<file path="config.mk">
export PLATFORM = sky130hd
export DESIGN_NAME = gpmc_async_ctrl
export DESIGN_NICKNAME = d
export VERILOG_FILES = /design/src/rtl/gpmc_pkg.sv /design/src/rtl/gpmc_sync.sv /design/src/rtl/gpmc_async_ctrl.sv
export SDC_FILE = /design/constraint.sdc
export NUM_CORES = 1
export LEC_CHECK = 0
export CAP_MARGIN = 20
export CORE_ASPECT_RATIO = 1.1
export CORE_UTILIZATION = 45
export DETAILED_ROUTE_END_ITERATION = 6
export PLACE_DENSITY = 0.77
export SYNTH_ARGS = -nofsm -noshare
export SYNTH_HDL_FRONTEND = slang
export SYNTH_SLANG_ARGS = --single-unit
</file>
<file path="constraint.sdc">
create_clock -name clk -period 3.1 [get_ports clk]
set_input_delay 0.465 -clock clk [delete_from_list [all_inputs] [get_ports clk]]
set_output_delay 0.465 -clock clk [all_outputs]
set_load 0.02 [all_outputs]
</file>
<file path="src/rtl/gpmc_pkg.sv">
// Shared definitions for the asynchronous GPMC controller.
//   gpmc_state_e : access sequencer states
//   SPACE_*      : chip-select space encoding (NCS4 = data, NCS6 = control)
//   CNT_MAX      : saturation value of the overrun/underrun counters
//   sat_inc      : saturating 16-bit increment
package gpmc_pkg;

  typedef enum logic [2:0] {
    ST_IDLE      = 3'd0,
    ST_WR_ACT    = 3'd1,
    ST_WR_COMMIT = 3'd2,
    ST_RD_ACT    = 3'd3,
    ST_RD_DONE   = 3'd4
  } gpmc_state_e;

  localparam logic SPACE_DATA = 1'b0;
  localparam logic SPACE_CTRL = 1'b1;

  localparam logic [15:0] CNT_MAX = 16'hFFFF;

  function automatic logic [15:0] sat_inc(input logic [15:0] v);
    return (v == CNT_MAX) ? v : v + 16'd1;
  endfunction

endpackage

</file>
<file path="src/rtl/gpmc_sync.sv">
// Multi-flop synchroniser for the GPMC select/strobe pins.
//   clk, reset : system clock, synchronous active-high reset
//   pins_i     : {NCS4, NCS6, NWE, NOE} straight from the pads (active low)
//   pins_o     : the same four pins after SYNC_STAGES flops
// Every stage resets high so the pins read as inactive until the chain refills.
module gpmc_sync #(
  parameter int SYNC_STAGES = 2
) (
  input  logic       clk,
  input  logic       reset,
  input  logic [3:0] pins_i,
  output logic [3:0] pins_o
);

  logic [3:0] chain_q [SYNC_STAGES];

  always_ff @(posedge clk) begin
    if (reset) begin
      for (int i = 0; i < SYNC_STAGES; i++) begin
        chain_q[i] <= 4'hF;
      end
    end else begin
      chain_q[0] <= pins_i;
      for (int i = 1; i < SYNC_STAGES; i++) begin
        chain_q[i] <= chain_q[i-1];
      end
    end
  end

  assign pins_o = chain_q[SYNC_STAGES-1];

endmodule

</file>
<file path="src/rtl/gpmc_async_ctrl.sv">
// FPGA-side controller for the asynchronous GPMC bus.
//   clk, reset            : system clock, synchronous active-high reset
//   EM_A[10:1], EM_D_in   : address / write data from the pads
//   EM_D_out, EM_D_oe     : read data / output enable to the pads
//   EM_NCS4, EM_NCS6      : data / control chip selects (active low)
//   EM_NWE, EM_NOE        : write / read strobes (active low)
//   tx_*                  : data-space writes towards the TX FIFO
//   rx_*                  : data-space reads from the RX FIFO (prefetched)
//   set_stb/addr/data     : 32-bit settings-bus writes built from two control writes
//   rb_addr, rb_data      : control-space readback
//   overrun_cnt           : TX words dropped (saturating)
//   underrun_cnt          : data reads that found the prefetch empty (saturating)
//
// Handshakes: a word moves on tx_* in the single cycle tx_src_rdy is high, and
// only if tx_dst_rdy is high in that same cycle; otherwise it is dropped. The
// RX side is a pop strobe: rx_data is sampled while rx_src_rdy is high and
// rx_dst_rdy pulses for one cycle on the next cycle to remove that word.
module gpmc_async_ctrl
  import gpmc_pkg::*;
#(
  parameter int SYNC_STAGES = 2,
  parameter int RB_WIDTH    = 32
) (
  input  logic                clk,
  input  logic                reset,
  input  logic [10:1]         EM_A,
  input  logic [15:0]         EM_D_in,
  output logic [15:0]         EM_D_out,
  output logic                EM_D_oe,
  input  logic                EM_NCS4,
  input  logic                EM_NCS6,
  input  logic                EM_NWE,
  input  logic                EM_NOE,
  output logic [15:0]         tx_data,
  output logic                tx_src_rdy,
  input  logic                tx_dst_rdy,
  input  logic [15:0]         rx_data,
  input  logic                rx_src_rdy,
  output logic                rx_dst_rdy,
  output logic                set_stb,
  output logic [7:0]          set_addr,
  output logic [31:0]         set_data,
  output logic [7:0]          rb_addr,
  input  logic [RB_WIDTH-1:0] rb_data,
  output logic [15:0]         overrun_cnt,
  output logic [15:0]         underrun_cnt
);

  localparam int SETTLE_W = $clog2(SYNC_STAGES + 1);

  // Synchronised pins and decoded activity
  logic [3:0] pins_s;
  logic       ncs4_s, ncs6_s, nwe_s, noe_s;
  logic       wr_act, rd_act, space_now;

  gpmc_sync #(.SYNC_STAGES(SYNC_STAGES)) u_sync (
    .clk    (clk),
    .reset  (reset),
    .pins_i ({EM_NCS4, EM_NCS6, EM_NWE, EM_NOE}),
    .pins_o (pins_s)
  );

  assign {ncs4_s, ncs6_s, nwe_s, noe_s} = pins_s;
  assign wr_act    = ~(ncs4_s & ncs6_s) & ~nwe_s;
  assign rd_act    = ~(ncs4_s & ncs6_s) & ~noe_s;
  assign space_now = ~ncs6_s;

  // The pad driver does not wait for the synchroniser.
  assign EM_D_oe = ~EM_NOE & ~(EM_NCS4 & EM_NCS6);

  // State and registers
  gpmc_state_e         state_q;
  logic                space_q;
  logic                armed_q;
  logic [SETTLE_W-1:0] settle_q;
  logic [10:1]         wr_addr_q;
  logic [15:0]         wr_data_q;
  logic [15:0]         low_half_q;
  logic                tx_src_rdy_q;
  logic                set_stb_q;
  logic [7:0]          set_addr_q;
  logic [31:0]         set_data_q;
  logic [7:0]          rb_addr_q;
  logic [15:0]         em_d_out_q;
  logic                pf_valid_q;
  logic [15:0]         pf_data_q;
  logic                rx_dst_rdy_q;
  logic [15:0]         overrun_q;
  logic [15:0]         underrun_q;

  logic        settled;
  logic        start_wr, start_rd;
  logic        data_rd_busy;
  logic        pf_load;
  logic [31:0] rb_word;

  // After reset the synchroniser holds its reset value for SYNC_STAGES cycles;
  // only after that do the synced pins reflect the real bus, so the "wait for
  // idle bus" check must not be satisfied by the reset value of the chain.
  assign settled  = (settle_q == SETTLE_W'(SYNC_STAGES));
  assign start_wr = (state_q == ST_IDLE) && armed_q && wr_act;
  assign start_rd = (state_q == ST_IDLE) && armed_q && !wr_act && rd_act;

  // A data-space read owns the prefetch register from its start to RD_DONE,
  // so the pad value cannot change and an empty register stays empty.
  assign data_rd_busy =
      (((state_q == ST_RD_ACT) || (state_q == ST_RD_DONE)) && (space_q == SPACE_DATA)) ||
      (start_rd && (space_now == SPACE_DATA));
  assign pf_load = !pf_valid_q && rx_src_rdy && !data_rd_busy;

  assign rb_word = 32'(rb_data);

  always_ff @(posedge clk) begin
    if (reset) begin
      state_q      <= ST_IDLE;
      space_q      <= SPACE_DATA;
      armed_q      <= 1'b0;
      settle_q     <= '0;
      wr_addr_q    <= '0;
      wr_data_q    <= '0;
      low_half_q   <= '0;
      tx_src_rdy_q <= 1'b0;
      set_stb_q    <= 1'b0;
      set_addr_q   <= '0;
      set_data_q   <= '0;
      rb_addr_q    <= '0;
      em_d_out_q   <= '0;
      pf_valid_q   <= 1'b0;
      pf_data_q    <= '0;
      rx_dst_rdy_q <= 1'b0;
      overrun_q    <= '0;
      underrun_q   <= '0;
    end else begin
      tx_src_rdy_q <= 1'b0;
      set_stb_q    <= 1'b0;
      rx_dst_rdy_q <= 1'b0;

      if (!settled) begin
        settle_q <= settle_q + SETTLE_W'(1);
      end

      if (pf_load) begin
        pf_valid_q   <= 1'b1;
        pf_data_q    <= rx_data;
        rx_dst_rdy_q <= 1'b1;
      end

      // Data-space pad value; overridden below during a control read.
      em_d_out_q <= pf_valid_q ? pf_data_q : 16'h0000;

      case (state_q)
        ST_IDLE: begin
          rb_addr_q <= EM_A[9:2];
          if (!armed_q) begin
            if (settled && !wr_act && !rd_act) begin
              armed_q <= 1'b1;
            end
          end else if (wr_act) begin
            state_q <= ST_WR_ACT;
            space_q <= space_now;
          end else if (rd_act) begin
            state_q <= ST_RD_ACT;
            space_q <= space_now;
            if ((space_now == SPACE_DATA) && !pf_valid_q) begin
              underrun_q <= sat_inc(underrun_q);
            end
          end
        end

        ST_WR_ACT: begin
          // Keep sampling: the host holds A/D well past the strobe edge, so
          // the last sample before wr_act drops is the settled value.
          wr_addr_q <= EM_A;
          wr_data_q <= EM_D_in;
          if (!wr_act) begin
            state_q <= ST_WR_COMMIT;
            if (space_q == SPACE_DATA) begin
              tx_src_rdy_q <= 1'b1;
            end
          end
        end

        ST_WR_COMMIT: begin
          state_q <= ST_IDLE;
          if (space_q == SPACE_DATA) begin
            if (!tx_dst_rdy) begin
              overrun_q <= sat_inc(overrun_q);
            end
          end else if (!wr_addr_q[10]) begin
            if (!wr_addr_q[1]) begin
              low_half_q <= wr_data_q;
            end else begin
              set_stb_q  <= 1'b1;
              set_addr_q <= wr_addr_q[9:2];
              set_data_q <= {wr_data_q, low_half_q};
            end
          end
        end

        ST_RD_ACT: begin
          if (space_q == SPACE_CTRL) begin
            em_d_out_q <= EM_A[1] ? rb_word[31:16] : rb_word[15:0];
          end
          if (!rd_act) begin
            state_q <= ST_RD_DONE;
          end
        end

        ST_RD_DONE: begin
          state_q <= ST_IDLE;
          if (space_q == SPACE_DATA) begin
            pf_valid_q <= 1'b0;
          end
        end

        default: begin
          state_q <= ST_IDLE;
        end
      endcase
    end
  end

  assign EM_D_out     = em_d_out_q;
  assign tx_data      = wr_data_q;
  assign tx_src_rdy   = tx_src_rdy_q;
  assign rx_dst_rdy   = rx_dst_rdy_q;
  assign set_stb      = set_stb_q;
  assign set_addr     = set_addr_q;
  assign set_data     = set_data_q;
  assign rb_addr      = rb_addr_q;
  assign overrun_cnt  = overrun_q;
  assign underrun_cnt = underrun_q;

endmodule

</file>
Word-level counts from Yosys, hierarchy flattened:

Memories as Yosys holds them, arrays and structs flattened.
Cells that the tools add are included.

* bits in registers: 165
* latch bits: 0
* bits in writable memories: 8
* bits in read-only memories: 0
* memories: 1

Memories
* u_sync.chain_q: depth 2, width 4, rd ports 2, clocked after memory_dff 0, write ports 2, line gpmc_sync.sv:15 `logic [3:0] chain_q [SYNC_STAGES];`

* add/subtract/negate cells: 3
* $mul: 0
* div/mod/pow operators: 0
* order comparisons: 0
* equality and inequality tests: 11
* shift operators: 0
* muxes and demuxes: 25
* bitwise logic cells: 22
* reductions and logical operators: 26

Operators by type and width (count)
* $mux 16: 4
* $add 16x1->16 const B: 2
* $eq 16x16->1 const B: 2
* $reduce_and 4->1: 4
* $mux 3: 5
* $not 1->1: 15
* $mux 1: 13
* $logic_and 1x1->1: 10
* $pmux 3 s3: 1
* $mux 4: 2
* $eq 3x2->1 const B: 2
* $ne 2x2->1 const B: 3
* $reduce_and 6->1: 1
* $and 1x1->1: 5
* $logic_not 1->1: 4
* $reduce_or 4->1: 1
* $eq 3x1->1 const B: 1
* $eq 3x3->1 const B: 1
* $logic_not 3->1: 1
* $ne 3x3->1 const B: 1
* $reduce_and 3->1: 1
* $reduce_or 3->1: 1
* $add 2x1->2 const B: 1
* $eq 2x2->1 const B: 1
* other kinds (3): 5

Logic depth before layout (Yosys ltp):

Gate-level depths: netlist (run 1).

* word-level depth: 13
* gate-level depth with buffers: 8
* mapped depth without buffers: 6

Hierarchy:

Synthesis (run 1) repeated with hierarchy kept, for this count alone.

* cell total of the unflattened synthesis: 817
* area total of the unflattened synthesis: 6886.6 um2

Modules (own cells, without submodules)
* gpmc_async_ctrl: times used 1, cells an instance 797, area each 6646.4 um2, seq. area each 3303.2 um2
* gpmc_sync: times used 1, cells an instance 20, area each 240.2 um2, seq. area each 160.2 um2

Least setup slack after synthesis (run 1):

OpenSTA, ideal clock, no wires.

* kind: reg-to-reg
* start point: reg state_q[2]
* end point: reg overrun_q[14] (netlist: overrun_cnt[14])
* setup time: 79 ps
* data arrival time: 1745 ps
* data required time: 3021 ps
* path slack: 1275 ps
* cell stages (with the launch flop): 7
* path buffers: 1
* cells stage by stage: dfxtp_1 > buf_6 > or4b_4 > nor4b_4 > and2_4 > a31oi_1 > a211oi_2

* word-level cells in the longest chain between the ends: 2

Ends and longest elaborated chain
* start: declaration: line gpmc_async_ctrl.sv:72 `gpmc_state_e state_q;`
* start signal: assignment: line gpmc_async_ctrl.sv:115 `state_q <= ST_IDLE;`
* start signal: assignment: line gpmc_async_ctrl.sv:159 `state_q <= ST_WR_ACT;`
* start signal: assignment: line gpmc_async_ctrl.sv:162 `state_q <= ST_RD_ACT;`
* $eq 3x2->1: line gpmc_async_ctrl.sv:151 `case (state_q)`
* $reduce_and 4->1 (no source line)
* end signal: assignment: line gpmc_async_ctrl.sv:187 `overrun_q <= sat_inc(overrun_q);`
* end: declaration: line gpmc_async_ctrl.sv:88 `logic [15:0] overrun_q;`

No other way between the ends.
A chain may end at the register's enable or synchronous reset.

Final worst setup path (run 1):

* start point: reg state_q[1]
* end point: reg overrun_q[14] (netlist: overrun_cnt[14])

The elaborated chain is that of the path after synthesis.

==> flow_summary_export.csv, run 1 <==
group,metric,value,unit
outcome,status,"finished, final reports clean",
setup_path,crit_fanout,12,
floorplan,die-area,0.0156,sq mm
detailed_routing,drc_errors,0,
finish,syn_to_final_growth,39.2,%
detailed_routing,drt_first_pass_iters,4,
power,powerDensity,490,mW/mm^2
cts,root_buffer,"clkbuf_16",
timing,holdWs,0.409,ns
grt,grt_pass1_vias,5410,
floorplan,fp.dieW,119,um
yosys,yosys_warnings,0,
setup_path,cp.required,3.44,ns
yosys,ys_seq_area_share,51.1,%
cts,postCtsSetupBuffers,0,
detailed_routing,detail-route-antenna-nets,0,
yosys,syn-cell-area,0.00678,sq mm
placed_design,portBuffers,197,
cts,cts_sinks,173,
floorplan,rows,46,
floorplan,ioPinCount,198,
finish,num-nets-final,1041,
cts,clk_pin_slew_worst_paths,0.06,ns
setup_path,crit_path_end_kind,"register",
timing,setup_viol,0,
cts,cts_htree_levels,4,
cts,cts_inserted_buffers,17,
grt,overflow,0,
min_path,hold_path.class,"register to register",
timing,hold_viol_final,0,
yosys,synth_cells,779,
timing,rsz0062_at_grt,"no",
detailed_routing,vias,5894,
finish,most-common-layout-cells,"clkdlybuf4s50_1 (196), dfxtp_1 (173), nand2_1 (157), nor2_1 (98), a21oi_1 (88)",
floorplan,initial_core_util,46.6,%
yosys,ys.flop_type,"dfxtp_1",
finish,final_common_cell,"clkdlybuf4s50_1",
finish,antennaDiodeCount,0,
yosys,syn_area_per_cell,8.71,sq um
detailed_routing,first_iter_violations,424,
grt,antenna_found_initial,0,
grt,grt_pass1_wl,26200,um
setup_path,path_class,"register to register",
cts,cts_tree,"built",
yosys,synth_edf_count,0,
floorplan,fp.dieH,131,um
setup_path,cp.arrival,2.44,ns
yosys,ys_seq_elements,173,
floorplan,coreArea,0.0146,sq mm
cts,clock_latency,0.42,ns
timing,slew_headroom,32.8,%
timing,skew,0.0109,ns
timing,tightest_slew,1.01,ns
grt,grt_max_degree,107,
cts,cts_resized,0,
power,power.leakage,3.40,nW
placed_design,hpwl,10800,um
flow_run,drv_cap,0,
detailed_routing,drt_wl_total,16200,um
detailed_routing,route.detailed.vias_per_inst,5.08,
timing,fmax,476,MHz
placed_design,place.gp.congestion,0.782,
timing,tns,0,ns
timing,slew_violations,0,
yosys,synth_nets,864,
cts,cts_max_path_buffers,2,
timing,fin_crit,2.10,ns
yosys,ys_types,51,
yosys,synthArstFlopShare,0,%
finish,post_route_cells_drive_above_1_share,7.02,%
power,vdd.ir_drop.worst,0.377,mV
grt,grt_usage,21.1,%
cts,postCtsHoldBufs,0,
setup_path,worst_setup_path_start_kind,"register",
detailed_routing,wl_per_cell,14.0,um
timing,finalCritPeriodShare,67.8,%
==> sequential cells by signal, indices dropped and copies added (netlist names), 10 cells and up <==
| register | count |
|---|---|
| EM_D_out | 16 |
| low_half_q | 16 |
| overrun_cnt | 16 |
| pf_data_q | 16 |
| set_data | 32 |
| tx_data | 16 |
| underrun_cnt | 16 |
| wr_addr_q | 10 |
==> stage by stage <==
step           total power, mW  utilization [%]  std cells  area, sq um  setup WS (ns)
6_report                  4.63             64.8       1161         9440          0.998
2_1_floorplan             2.51                -        779         6780           1.28
3_3_place_gp              2.67             61.0       1129         8880           1.01
4_1_cts                   4.68             64.8       1161         9440          0.987
5_1_grt                   4.81             64.8       1161         9440          0.869
3_5_place_dp              2.68             61.0       1129         8880           1.00
==> area by class of cell <==
cell class                      count  area (sq um)
Clock buffer                       22           464
Multi-Input combinational cell    553          3110
Fill cell                        1245          5120
Inverter                            4          15.0
Tap cell                          192           240
Clock inverter                     10          90.1
Sequential cell                   173          3460
Timing Repair Buffer              207          2060
==> critical path, cell delays in order (launching register included) <==
cell and delay (ns):
dfxtp_1 0.59, or4b_4 0.60, nor4b_4 0.33, and2_4 0.21
a31oi_1 0.09, a211oi_2 0.19
==> per-layer routing <==
metal | vias up | global-route usage [%] | share of wire, %
met5 | - | 0 | 0
met4 | 0 | 8.64 | 1.1
met3 | 16 | 5.38 | 6.0
met2 | 181 | 35.3 | 49
met1 | 2697 | 26.0 | 44
li1 | 3000 | - | -
==> cell usage after synthesis, drive strengths merged, types with 4 or more instances <==
master	count	area [sq um]
nand4	7	43.8
a31oi	21	131
or2	8	50.1
clkbuf	38	143
a21oi	88	440
xnor2	4	35.0
nor2b	5	31.3
and3	8	50.1
nor4	4	55.1
nor2	99	379
or3	6	38.8
nand2	157	589
o21a	4	30.0
o211ai	4	30.0
and2	6	40.0
nand3	13	65.1
buf	11	65.1
xor2	11	96.3
mux2i	51	510
inv	4	15.0
nor3	14	85.1
dfxtp	173	3460
o21ai	8	43.8
and4	7	61.3
==> report_power, final <==
| group | leakage [nW] | switching [mW] | internal [mW] |
|---|---|---|---|
| combinational | 1.73 | 0.141 | 0.180 |
| clock | 0.266 | 0.853 | 1.15 |
| sequential | 1.40 | 0.0353 | 2.27 |
==> final timing paths <==
kind	startpoint	endpoint	slack [ns]	depth (start not counted)
max	state_q[1]	overrun_cnt[14]	1.0	5
min	u_sync.chain_q[0][3]	u_sync.chain_q[0][7]	0.41	1
max reg2reg	state_q[1]	overrun_cnt[14]	1.0	5
min reg2reg	u_sync.chain_q[0][3]	u_sync.chain_q[0][7]	0.41	1
==> cells by family (layout without fill, tap and decap cells) <==
family,after synthesis,in the layout,synth area share [%]
adders and majority gates,3,3,0.554
and+or+nand+nor,350,350,24.3
xor gates and xnor gates,15,15,1.94
AOI/OAI and AO/OA,131,131,10.8
buffers and inverters,53,243,3.28
DFF,173,173,51.1
muxes,54,54,8.03
(Power assumes the default switching activity.)
==> run 2, diff against run 1 <==
==> constraint.sdc (replaced) <==
create_clock -name clk -period 2.1 [get_ports clk]
set_input_delay 0.315 -clock clk [delete_from_list [all_inputs] [get_ports clk]]
set_output_delay 0.315 -clock clk [all_outputs]
set_load 0.02 [all_outputs]
==> flow_summary_export.csv, run 2 (synthesis results as in run 1) <==
group,metric,value,unit
placed_design,place.gp.congestion,0.807,
grt,grt_pass1_vias,5423,
floorplan,ioPinCount,198,
setup_path,rr_startpoint,"state_q[2]",
detailed_routing,detail-route-antenna-nets,0,
cts,cts_htree_levels,4,
floorplan,initial_core_util,46.6,%
timing,finalCritPeriodShare,88.8,%
floorplan,die-area,0.0156,sq mm
timing,rsz0062_at_grt,"no",
grt,overflow,0,
floorplan,rows,46,
setup_path,worst_setup_path_start_kind,"register",
timing,setup_viol,0,
detailed_routing,drt_first_pass_iters,4,
cts,cts_max_path_buffers,2,
placed_design,hpwl,11300,um
cts,root_buffer,"clkbuf_16",
detailed_routing,first_iter_violations,315,
detailed_routing,drt_wl_total,16300,um
finish,n_fill_cell,1222,
timing,slew_headroom,49.4,%
power,totalPowerFinal,6.96,mW
detailed_routing,route.detailed.vias_per_inst,5.06,
floorplan,fp.dieH,131,um
cts,cts_sinks,173,
setup_path,cp.required,2.40,ns
detailed_routing,wl_per_cell,13.9,um
outcome,status,"finished, final reports clean",
timing,tns,0,ns
cts,cts_resized,0,
finish,largest_register_ffs,32,
min_path,min_to,"u_sync.chain_q[0][5]",
setup_path,rr_endpoint,"underrun_cnt[8]",
timing,holdWs,0.407,ns
grt,grt_max_degree,76,
setup_path,crit_top_cell,"nor3_2",
placed_design,portBuffers,197,
timing,slew_violations,0,
detailed_routing,vias,5934,
setup_path,crit_path_end_kind,"register",
setup_path,crit_fanout,12,
timing,tightest_slew,0.760,ns
setup_path,rrSetupSlack,0.23,ns
finish,final_common_cell,"clkdlybuf4s50_1",
power,vdd.ir_drop.worst,0.539,mV
timing,fin_crit,1.87,ns
finish,post_route_cells_drive_above_1_share,8.26,%
setup_path,cp_cell_sequence,"nor3_2 > buf_4 > nand4b_1 > nor3_2 > nand3_1 > mux2_2",
min_path,hold_start,"u_sync.chain_q[0][1]",
min_path,worstHoldPathCells,1,
timing,worst_slack,0.234,ns
timing,fmax,536,MHz
grt,antenna_found_initial,0,
grt,grt_pass1_wl,26500,um
floorplan,fp.dieW,119,um
finish,regArea,0.00346,sq mm
setup_path,cp.arrival,2.16,ns
setup_path,r2r.worst_path.cells,6,
flow_run,drv_cap,0,
power,power.leakage,3.50,nW
setup_path,cpPeakStageDelay,0.36,ns
floorplan,coreArea,0.0146,sq mm
cts,cts_inserted_buffers,17,
cts,clk_pin_slew_worst_paths,0.06,ns
timing,hold_viol_final,0,
finish,multi_input_comb_area,0.00311,sq mm
finish,num-nets-final,1053,
detailed_routing,drc_errors,0,
min_path,hold_path.class,"register to register",
cts,clock_latency,0.41,ns
setup_path,crit_path_top_delay_cell,"dfxtp_1",
finish,syn_to_final_growth,41.7,%
grt,grt_usage,21.4,%
timing,skew,0.00883,ns
placed_design,place_ws,0.211,ns
setup_path,path_class,"register to register",
finish,antennaDiodeCount,0,
cts,cts_tree,"built",
finish,most-common-layout-cells,"clkdlybuf4s50_1 (196), dfxtp_1 (173), nand2_1 (157), nor2_1 (98), a21oi_1 (88)",
power,powerDensity,724,mW/mm^2
[run 2: repair_timing]
action,CTS,global route
hold buffers,0,0
endpoints found under the setup margin,0,1
buffers inserted,0,1
hold endpoints to repair,0,0
[run 2: worst max-delay path by stage]
stage / startpoint / end / slack, ns / cells past startpoint
after global routing: state_q[2] / underrun_cnt[8] / 0.08 / 6
after floorplan: state_q[2] / overrun_cnt[14] / 0.28 / 6
after CTS: overrun_cnt[0] / overrun_cnt[1] / 0.19 / 6
final: state_q[2] / underrun_cnt[8] / 0.23 / 6
after global placement: overrun_cnt[0] / overrun_cnt[1] / 0.24 / 6
after detailed placement: overrun_cnt[0] / overrun_cnt[1] / 0.21 / 6
[run 2: cell type report]
class,instances,area share (%)
timing repair buffer,219,22.9
clock buffer,22,4.93
inverter,4,0.156
sequential,173,36.0
tap,192,2.50
clock inverter,10,1.18
multi-input combinational,553,32.3
[run 2: layer usage]
| metal | global-route usage [%] | routed length [um] | up-vias |
|---|---|---|---|
| met3 | 6.25 | 889 | 11 |
| met2 | 37.0 | 8160 | 155 |
| met1 | 25.6 | 7140 | 2744 |
| met4 | 6.85 | 124 | 0 |
| li1 | - | - | 3024 |
| met5 | 0 | 0 | - |
[run 2: stage by stage]
stage / area [sq um] / cells / util, %
4_1_cts: 9600 / 1172 / 66.0
3_5_place_dp: 9020 / 1140 / 61.9
2_1_floorplan: 6780 / 779 / -
6_report: 9610 / 1173 / 66.0
5_1_grt: 9610 / 1173 / 66.0
3_3_place_gp: 9020 / 1140 / 61.9
[run 2: power by group]
part | total (mW) | internal [mW] | switching, mW
Clock | 3.07 | 1.84 | 1.23
Combinational | 0.498 | 0.276 | 0.221
Sequential | 3.40 | 3.35 | 0.0413
Total | 6.96 | 5.47 | 1.49
[run 2: worst max-delay path, delay by kind of cell (launching register included)]
family | cells | cell delay (ns)
simple gates | 4 | 0.91
flops | 1 | 0.36
mux | 1 | 0.28
buf+inv | 1 | 0.21
